## src/rtl/pwm_bank_pkg.sv

```systemverilog
// Shared types and constants for the PWM LED bank.
package pwm_bank_pkg;

  typedef enum logic [1:0] {
    MODE_NORMAL  = 2'd0,
    MODE_OFF     = 2'd1,
    MODE_BREATHE = 2'd2,
    MODE_FULL    = 2'd3
  } mode_e;

  // Index width for n items, never narrower than one bit.
  function automatic int unsigned idx_w(input int unsigned n);
    return (n > 1) ? $clog2(n) : 1;
  endfunction

endpackage

```

## src/rtl/pwm_bank_if.sv

```systemverilog
// Configuration bus of the PWM bank: prescale setting and duty write port.
interface pwm_bank_if #(
  parameter int unsigned CHANNELS   = 3,
  parameter int unsigned WIDTH      = 8,
  parameter int unsigned PRESCALE_W = 16
);
  localparam int unsigned CH_W = pwm_bank_pkg::idx_w(CHANNELS);

  logic [PRESCALE_W-1:0] prescale;
  logic                  wr_en;
  logic [CH_W-1:0]       wr_ch;
  logic [WIDTH-1:0]      wr_duty;

  modport master (output prescale, output wr_en, output wr_ch, output wr_duty);
  modport slave  (input prescale, input wr_en, input wr_ch, input wr_duty);
endinterface

```

## src/rtl/btn_debounce.sv

```systemverilog
// Button synchronizer and debouncer; emits a one-cycle pulse per debounced press.
module btn_debounce #(
  parameter int unsigned DEBOUNCE_W = 16
) (
  input  logic clk,
  input  logic rst_n,
  input  logic btn_i,
  output logic press_o
);

  logic [1:0]            sync_q;
  logic [DEBOUNCE_W-1:0] cnt_q, cnt_d;
  logic                  level_q, level_d;
  logic                  level_dly_q;
  logic                  press_q;

  // Any cycle where the synchronized input matches the level restarts the count.
  always_comb begin
    cnt_d   = '0;
    level_d = level_q;
    if (sync_q[1] != level_q) begin
      if (&cnt_q) level_d = sync_q[1];
      else        cnt_d   = cnt_q + DEBOUNCE_W'(1);
    end
  end

  always_ff @(posedge clk or negedge rst_n) begin
    if (!rst_n) begin
      sync_q      <= 2'b11;
      cnt_q       <= '0;
      level_q     <= 1'b1;
      level_dly_q <= 1'b1;
      press_q     <= 1'b0;
    end else begin
      sync_q      <= {sync_q[0], btn_i};
      cnt_q       <= cnt_d;
      level_q     <= level_d;
      level_dly_q <= level_q;
      press_q     <= level_dly_q & ~level_q;
    end
  end

  assign press_o = press_q;

endmodule

```

## src/rtl/pwm_bank.sv

```systemverilog
// Multi-channel PWM LED driver with prescaled timebase, shadowed duty registers,
// free-running tap divider and button-selected display modes.
module pwm_bank
  import pwm_bank_pkg::*;
#(
  parameter int unsigned CHANNELS   = 3,
  parameter int unsigned WIDTH      = 8,
  parameter int unsigned PRESCALE_W = 16,
  parameter int unsigned TAPS       = 8,
  parameter int unsigned TAP_BASE   = 10,
  parameter int unsigned DEBOUNCE_W = 16,
  parameter bit          INVERT     = 1'b1
) (
  input  logic                clk,
  input  logic                rst_n,
  pwm_bank_if.slave           cfg,
  input  logic                btn_i,
  output logic [CHANNELS-1:0] pwm_out_o,
  output logic [TAPS-1:0]     taps_o,
  output logic                btn_press_o,
  output mode_e               mode_o
);

  localparam int unsigned DIV_W = TAP_BASE + TAPS;

  logic [DIV_W-1:0]      div_q;
  logic [PRESCALE_W-1:0] pre_cnt_q;
  logic [WIDTH-1:0]      pwm_cnt_q;
  logic [WIDTH-1:0]      shadow_q [CHANNELS];
  logic [WIDTH-1:0]      shadow_d [CHANNELS];
  logic [WIDTH-1:0]      active_q [CHANNELS];
  logic [WIDTH-1:0]      active_d [CHANNELS];
  logic [WIDTH-1:0]      ramp_q, ramp_d;
  logic                  ramp_up_q, ramp_up_d;
  mode_e                 mode_q;
  logic [CHANNELS-1:0]   on_d, pwm_out_q;
  logic                  tick, wrap, btn_press;

  // >= rather than == so a prescale shrinking below the count ticks at once.
  assign tick = (pre_cnt_q >= cfg.prescale);
  assign wrap = tick && (&pwm_cnt_q);

  btn_debounce #(
    .DEBOUNCE_W(DEBOUNCE_W)
  ) u_debounce (
    .clk    (clk),
    .rst_n  (rst_n),
    .btn_i  (btn_i),
    .press_o(btn_press)
  );

  // A write landing in the wrap cycle is forwarded straight into the active copy.
  always_comb begin
    for (int i = 0; i < CHANNELS; i++) begin
      shadow_d[i] = (cfg.wr_en && (int'(cfg.wr_ch) == i)) ? cfg.wr_duty : shadow_q[i];
      active_d[i] = wrap ? shadow_d[i] : active_q[i];
    end
  end

  always_comb begin
    ramp_d    = ramp_q;
    ramp_up_d = ramp_up_q;
    if (wrap) begin
      if (ramp_up_q) begin
        if (&ramp_q) begin
          ramp_up_d = 1'b0;
          ramp_d    = ramp_q - WIDTH'(1);
        end else begin
          ramp_d    = ramp_q + WIDTH'(1);
        end
      end else begin
        if (ramp_q == '0) begin
          ramp_up_d = 1'b1;
          ramp_d    = ramp_q + WIDTH'(1);
        end else begin
          ramp_d    = ramp_q - WIDTH'(1);
        end
      end
    end
  end

  always_comb begin
    on_d = '0;
    for (int i = 0; i < CHANNELS; i++) begin
      unique case (mode_q)
        MODE_NORMAL:  on_d[i] = (active_q[i] > pwm_cnt_q);
        MODE_OFF:     on_d[i] = 1'b0;
        MODE_BREATHE: on_d[i] = (ramp_q > pwm_cnt_q);
        MODE_FULL:    on_d[i] = 1'b1;
        default:      on_d[i] = 1'b0;
      endcase
    end
  end

  always_ff @(posedge clk or negedge rst_n) begin
    if (!rst_n) begin
      div_q     <= '0;
      pre_cnt_q <= '0;
      pwm_cnt_q <= '0;
      for (int i = 0; i < CHANNELS; i++) begin
        shadow_q[i] <= '0;
        active_q[i] <= '0;
      end
      ramp_q    <= '0;
      ramp_up_q <= 1'b1;
      mode_q    <= MODE_NORMAL;
      pwm_out_q <= {CHANNELS{INVERT}};
    end else begin
      div_q     <= div_q + DIV_W'(1);
      pre_cnt_q <= tick ? '0 : pre_cnt_q + PRESCALE_W'(1);
      if (tick) pwm_cnt_q <= pwm_cnt_q + WIDTH'(1);
      shadow_q  <= shadow_d;
      active_q  <= active_d;
      ramp_q    <= ramp_d;
      ramp_up_q <= ramp_up_d;
      if (btn_press) mode_q <= mode_e'(mode_q + 2'd1);
      pwm_out_q <= on_d ^ {CHANNELS{INVERT}};
    end
  end

  assign pwm_out_o   = pwm_out_q;
  assign taps_o      = div_q[DIV_W-1 -: TAPS];
  assign btn_press_o = btn_press;
  assign mode_o      = mode_q;

endmodule

```

## src/flat_wrapper.sv

```systemverilog
// flat-port wrapper written by rule: the top's interface ports become plain ports
module pwm_bank_flat import pwm_bank_pkg::*;
#(
  parameter int unsigned CHANNELS   = 3,
  parameter int unsigned WIDTH      = 8,
  parameter int unsigned PRESCALE_W = 16,
  parameter int unsigned TAPS       = 8,
  parameter int unsigned TAP_BASE   = 10,
  parameter int unsigned DEBOUNCE_W = 16,
  parameter bit          INVERT     = 1'b1
)
  (clk, rst_n, btn_i, pwm_out_o, taps_o, btn_press_o, mode_o, cfg_prescale, cfg_wr_en, cfg_wr_ch, cfg_wr_duty);
  pwm_bank_if #(.CHANNELS(CHANNELS), .WIDTH(WIDTH), .PRESCALE_W(PRESCALE_W)) cfg_i ();
  input  logic clk;
  input  logic rst_n;
  input  logic btn_i;
  output logic [CHANNELS-1:0] pwm_out_o;
  output logic [TAPS-1:0] taps_o;
  output logic btn_press_o;
  output mode_e mode_o;
  input wire logic [$bits(cfg_i.prescale)-1:0] cfg_prescale;
  input wire logic [$bits(cfg_i.wr_en)-1:0] cfg_wr_en;
  input wire logic [$bits(cfg_i.wr_ch)-1:0] cfg_wr_ch;
  input wire logic [$bits(cfg_i.wr_duty)-1:0] cfg_wr_duty;
  assign cfg_i.prescale = cfg_prescale;
  assign cfg_i.wr_en = cfg_wr_en;
  assign cfg_i.wr_ch = cfg_wr_ch;
  assign cfg_i.wr_duty = cfg_wr_duty;
  pwm_bank #(.CHANNELS(CHANNELS), .WIDTH(WIDTH), .PRESCALE_W(PRESCALE_W), .TAPS(TAPS), .TAP_BASE(TAP_BASE), .DEBOUNCE_W(DEBOUNCE_W), .INVERT(INVERT)) u_core (.clk(clk), .rst_n(rst_n), .cfg(cfg_i), .btn_i(btn_i), .pwm_out_o(pwm_out_o), .taps_o(taps_o), .btn_press_o(btn_press_o), .mode_o(mode_o));
endmodule
```

## config.mk

```make
export PLATFORM = sky130hd
export DESIGN_NAME = pwm_bank_flat
export DESIGN_NICKNAME = d
export VERILOG_FILES = /design/src/rtl/pwm_bank_pkg.sv /design/src/rtl/pwm_bank_if.sv /design/src/rtl/btn_debounce.sv /design/src/rtl/pwm_bank.sv /design/src/flat_wrapper.sv
export SDC_FILE = /design/constraint.sdc
export NUM_CORES = 1
export LEC_CHECK = 0
export CORE_UTILIZATION = 42
export DETAILED_ROUTE_END_ITERATION = 16
export PLACE_DENSITY = 0.58
export SLEW_MARGIN = 20
export SYNTH_ARGS = -nofsm -noshare
export SYNTH_HDL_FRONTEND = slang
export SYNTH_SLANG_ARGS = --single-unit
```

## constraint.sdc

```tcl
create_clock -name clk -period 3.4 [get_ports clk]
set_clock_uncertainty 0.15 [all_clocks]
set_input_delay 0.68 -clock clk [delete_from_list [all_inputs] [get_ports clk]]
set_output_delay 0.68 -clock clk [all_outputs]
set_load 0.05 [all_outputs]
```

Yosys cells after proc, flatten, opt, wreduce, memory -nomap -nowiden
Index checks and enable logic that the tools add are counted.

cells by class
  add/subtract/negate cells = 7
  $lt $le $gt $ge = 5
  equal/unequal tests = 6
  mux-type cells = 15
  bitwise gates (word level) = 3
  reductions and logical operators = 11

operators by type and width
  operator                                           count
  two-way mux 16 bit                                 3
  two-way mux 8 bit                                  6
  adder 16 x 1 -> 16 bit (second input constant)     2
  greater-than comparator 8 bit                      4
  adder 18 x 1 -> 18 bit (second input constant)     1
  AND reduction 17 bit                               1
  adder 8 x 1 -> 8 bit (second input constant)       2
  >= comparator 16 bit                               1
  AND reduction 16 bit                               1
  AND reduction 8 bit                                2
  one-hot mux 1 bit (4 select lines)                 3
  == test 2 bit (second input constant)              4
  zero test 8 bit                                    1
  subtractor 8 x 1 -> 8 bit (second input constant)  1
  logical AND 1 bit                                  4
  zero test 2 bit                                    2
  two-way mux 1 bit                                  3
  inverter 3 bit                                     1
  adder 2 x 1 -> 2 bit (second input constant)       1
  == test 2 x 1 -> 1 bit (second input constant)     1
  AND 1 bit                                          1
  != test 1 bit                                      1
  inverter 1 bit                                     1

word-level totals
  register bits = 125
  bits of input ports = 30

Depth between registers and ports, before layout
  depth in word-level cells = 3
  gate-level depth with buffers = 9
  depth with buffers taken out = 8

Cells and area by module
A second synthesis with hierarchy kept.

second synthesis, totals
  cell total of the unflattened synthesis = 602
  area total of the unflattened synthesis = 6,563.8 µm²

by module, submodules not included
  module        instances  cells an instance  area each (µm²)  sequential area each (µm²)
  pwm_bank      1          515                5,614.1          2,607.5
  btn_debounce  1          87                 949.7            530.5

Least setup slack after synthesis
Ideal clock, no wire load.

  path kind = input -> register
  start point = input cfg_prescale[13]
  end point = register u_core.active_q[10] (netlist name)
  library setup time = 0.125 ns
  arrival = 2.325 ns
  setup slack = 0.800 ns
  stages = 8
  path buffers = 1
  path through = inv_1 -> ha_1 -> nand4_1 -> nor4_2 -> a32oi_2 -> a21oi_2 -> buf_6 -> mux2_4

on the way
  cells in the longest elaborated chain, start to end = 2

ends and longest elaborated chain
  what                    RTL line            text
  start: declaration      flat_wrapper.sv:21  input wire logic [$bits(cfg_i.prescale)-1:0] cfg_prescale;
  >= comparator 16 bit    pwm_bank.sv:40      assign tick = (pre_cnt_q >= cfg.prescale);
  logical AND 1 bit       pwm_bank.sv:41      assign wrap = tick && (&pwm_cnt_q);
  end signal: assignment  pwm_bank.sv:113     active_q <= active_d;
  end: declaration        pwm_bank.sv:31      logic [WIDTH-1:0] active_q [CHANNELS];

No other way between the ends.
A chain may end at the register's enable or synchronous reset.

Final worst setup path
  start point = input cfg_prescale[13]
  end point = register u_core.active_q[14] (netlist name)

The elaborated chain is that of the path after synthesis.

==> results.py <==
metrics = {
    "detailed_routing": {
        "drt_iter0_drc": 248,
        "drc": 0,
        "wl_um": 12170,
        "dr.pass1.iters": 5,
        "wl_per_cell_um": 14.48,
        "viasPerCell": 5.101,
        "drtAntennaViolNets": 0,
        "via_count": 4285,
    },
    "timing": {
        "fmax_mhz": 353.8,
        "rsz0062_at_grt": "no",
        "finalCritPeriodShare_pct": 83.13,
        "final_hold_viol_count": 0,
        "setup_viol": 0,
        "slew_viol_final": 0,
        "slew_headroom_pct": 65.99,
        "worst-slew-pin-transition_ns": 0.5086,
        "setup_tns_ns": 0,
        "period_minus_slack_ns": 2.826,
        "whs_ns": 0.2085,
    },
    "clock_network": {
        "cts_resized": 0,
        "clk_latency_ns": 0.41,
        "htreeDepth": 4,
        "cts_buffer_depth": 2,
        "cts_sinks": 125,
        "cts_setup_buffers": 0,
        "numCtsBuffers": 17,
        "clkTransAtPathRegs_ns": 0.06,
        "cts_tree": "done",
        "cts_root_buf": "clkbuf_16",
    },
    "layout": {
        "final_cells": 840,
        "fin_nets": 727,
        "multiInputGateArea_um2": 3153,
        "drive_gt1_share_pct": 15.80,
        "fill_cells": 1332,
        "diodes": 0,
        "area_growth_pct": 18.89,
        "regArea_um2": 3138,
        "design_area_um2": 7796,
    },
    "synth": {
        "synth_most_common_cell": "dfrtp_1",
        "syn_nets": 674,
        "ys_seq_elements": 125,
        "netlist_instances": 586,
        "synth_seq_area_share_pct": 47.85,
        "yosys_warnings": 0,
        "synth_ff_type": "dfrtp_1",
        "synth_area_leaders": "dfrtp_1, ha_1, mux2_4",
        "ys_types": 44,
        "synth_top_area_share_pct": 44.65,
        "syn-cell-area_um2": 6558,
        "syn_area_per_cell_um2": 11.19,
        "synth_common_cells": "dfrtp_1, ha_1, nor2_1",
        "synth_top_cell_by_area": "dfrtp_1",
        "synth_edf_count": 0,
        "async_flop_share_pct": 100.0,
    },
    "floorplanning": {
        "io_pins": 44,
        "fp-row-count": 45,
        "die_h_um": 127.0,
        "die_area_um2": 16120,
        "die_w_um": 127.0,
        "initial_core_util_pct": 43.14,
        "coreArea_um2": 15200,
    },
    "pwr": {
        "p_comb_share_pct": 18.3,
        "leakage_uw": 0.003611,
        "irDropWorstVdd_uv": 389.9,
        "p_sw_uw": 1233,
        "p_total_uw": 4427,
        "powerDensity_nw_per_um2": 567.8,
        "power.share.clock_pct": 41.4,
        "pwr-share-seq_pct": 40.3,
        "internal_power_uw": 3194,
        "switching_share_pct": 27.86,
    },
    "setup_path": {
        "cpPeakStageDelay_ns": 0.46,
        "worstSetupStartpointType": "input port",
        "cp-end-kind": "flop",
        "slowest_stage": "clkdlybuf4s50_1",
        "crit_chain": "clkdlybuf4s50_1, inv_1, ha_1, nand4_1, nor4_2, a32oi_2, a21oi_4, buf_12, mux2_4",
        "path_class": "input port to flop",
        "crit_family": "buffers and inverters",
        "critPathBufInv": 3,
        "path_max_fanout": 26,
        "cp_data_arrival_time_ns": 2.97,
        "required_ns": 3.55,
    },
    "status": {
        "status": "finished, final reports clean",
    },
    "placement": {
        "place_area_um2": 7178,
        "place_congestion": 0.8040,
        "port_buffers": 43,
        "place_hpwl_um": 8782,
        "post-place-cells": 807,
    },
    "grt": {
        "grt_overflow": 0,
        "grt_max_degree": 72,
        "first_global_vias": 4373,
        "grt_antenna_before_repair": 0,
        "grt_pass1_wl_um": 21450,
        "grt_usage_pct": 17.05,
    },
    "min_path": {
        "min-delay-path-class": "flop to flop",
    },
    "job": {
        "drv_cap": 0,
    },
}
==> registers in the layout, summed over array words and instances, names as in the netlist <==
name / cells
u_core.div_q: 18
u_core.u_debounce.sync_q: 2
u_core.pre_cnt_q: 16
u_core.u_debounce.cnt_q: 16
u_core.u_debounce.level_dly_q: 1
u_core.active_q: 24
u_core.ramp_up_q: 1
u_core.pwm_out_o: 3
u_core.u_debounce.press_o: 1
u_core.mode_o: 2
u_core.pwm_cnt_q: 8
u_core.u_debounce.level_q: 1
u_core.ramp_q: 8
u_core.shadow_q: 24
==> logic make-up (layout without fill, tap and decap cells) <==
logic type | count (synthesis) | count (layout) | synth area share (%)
flip-flops | 125 | 125 | 47.85
adder cells (fa/ha/maj) | 58 | 58 | 11.07
buffers and inverters | 57 | 123 | 4.178
AND/OR/NAND/NOR | 176 | 176 | 13.78
multiplexers | 49 | 49 | 9.597
XOR/XNOR | 57 | 57 | 7.613
AO/OA/AOI/OAI | 64 | 64 | 5.915
==> through the flow <==
step                setup slack [ns]  utilization [%]
floorplan                     0.7997                -
global placement              0.2140            47.22
detailed placement            0.1475            47.22
CTS                           0.5896            51.28
global route                  0.4438            51.28
finish                        0.5737            51.28
==> worst paths after layout <==
path	start	depth (start not counted)	slack (ns)	to
max	cfg_prescale[13]	9	0.57	u_core.active_q[14]
min	u_core.u_debounce.sync_q[0]	0	0.21	u_core.u_debounce.sync_q[1]
max reg2reg	u_core.pre_cnt_q[0]	8	0.82	u_core.pre_cnt_q[15]
min reg2reg	u_core.u_debounce.sync_q[0]	0	0.21	u_core.u_debounce.sync_q[1]
max in group asynchronous	rst_n	3	1.81	u_core.u_debounce.level_q
min in group asynchronous	rst_n	2	0.52	u_core.shadow_q[5]
==> metal layers <==
layer	wire (um)	vias to the layer above	share of wire, %	GRT usage [%]
met5	0	-	0	0
met4	248	0	2.0	7.703
met3	372	18	3.1	3.585
met2	5762	66	47	27.25
met1	5782	2074	48	22.28
li1	-	2127	-	-
==> what timing repair did <==
item | CTS | global route
setup endpoints to repair | 0 | 0
hold buffers | 1 | 0
hold endpoints to repair | 16 | 0
==> power by group through the flow <==
stage                     Clock [uW]  Combinational [uW]  Sequential (uW)
after floorplan                    0                 512             1820
after global placement             0                 788             1800
after detailed placement           0                 812             1810
after CTS                       1870                 820             1790
after global routing            1950                 922             1810
final                           1830                 808             1790
==> area by class of cell <==
type	count	share of cell area (%)
sequential	125	40.25
inverter	41	1.974
multi-input combinational	404	40.44
timing repair buffer	50	6.516
tap	188	3.017
clock inverter	14	2.167
clock buffer	18	5.633
==> placed cells by master, fill, tap and decap left out, types with 6 or more instances in the layout <==
master and instances:
a21oi_1 22, and3_1 12, and4_1 6, clkbuf_16 17
clkdlybuf4s50_1 42, dfrtp_1 117, dfstp_2 8, ha_1 58
inv_1 41, mux2_2 27, mux2_4 21, nand2_1 31
nand2b_1 7, nand3_1 25, nand4_1 21, nor2_1 48
nor2b_1 10, o21ai_0 20, xnor2_1 30, xor2_1 27
Note: power is estimated with default switching activity, not from simulation.
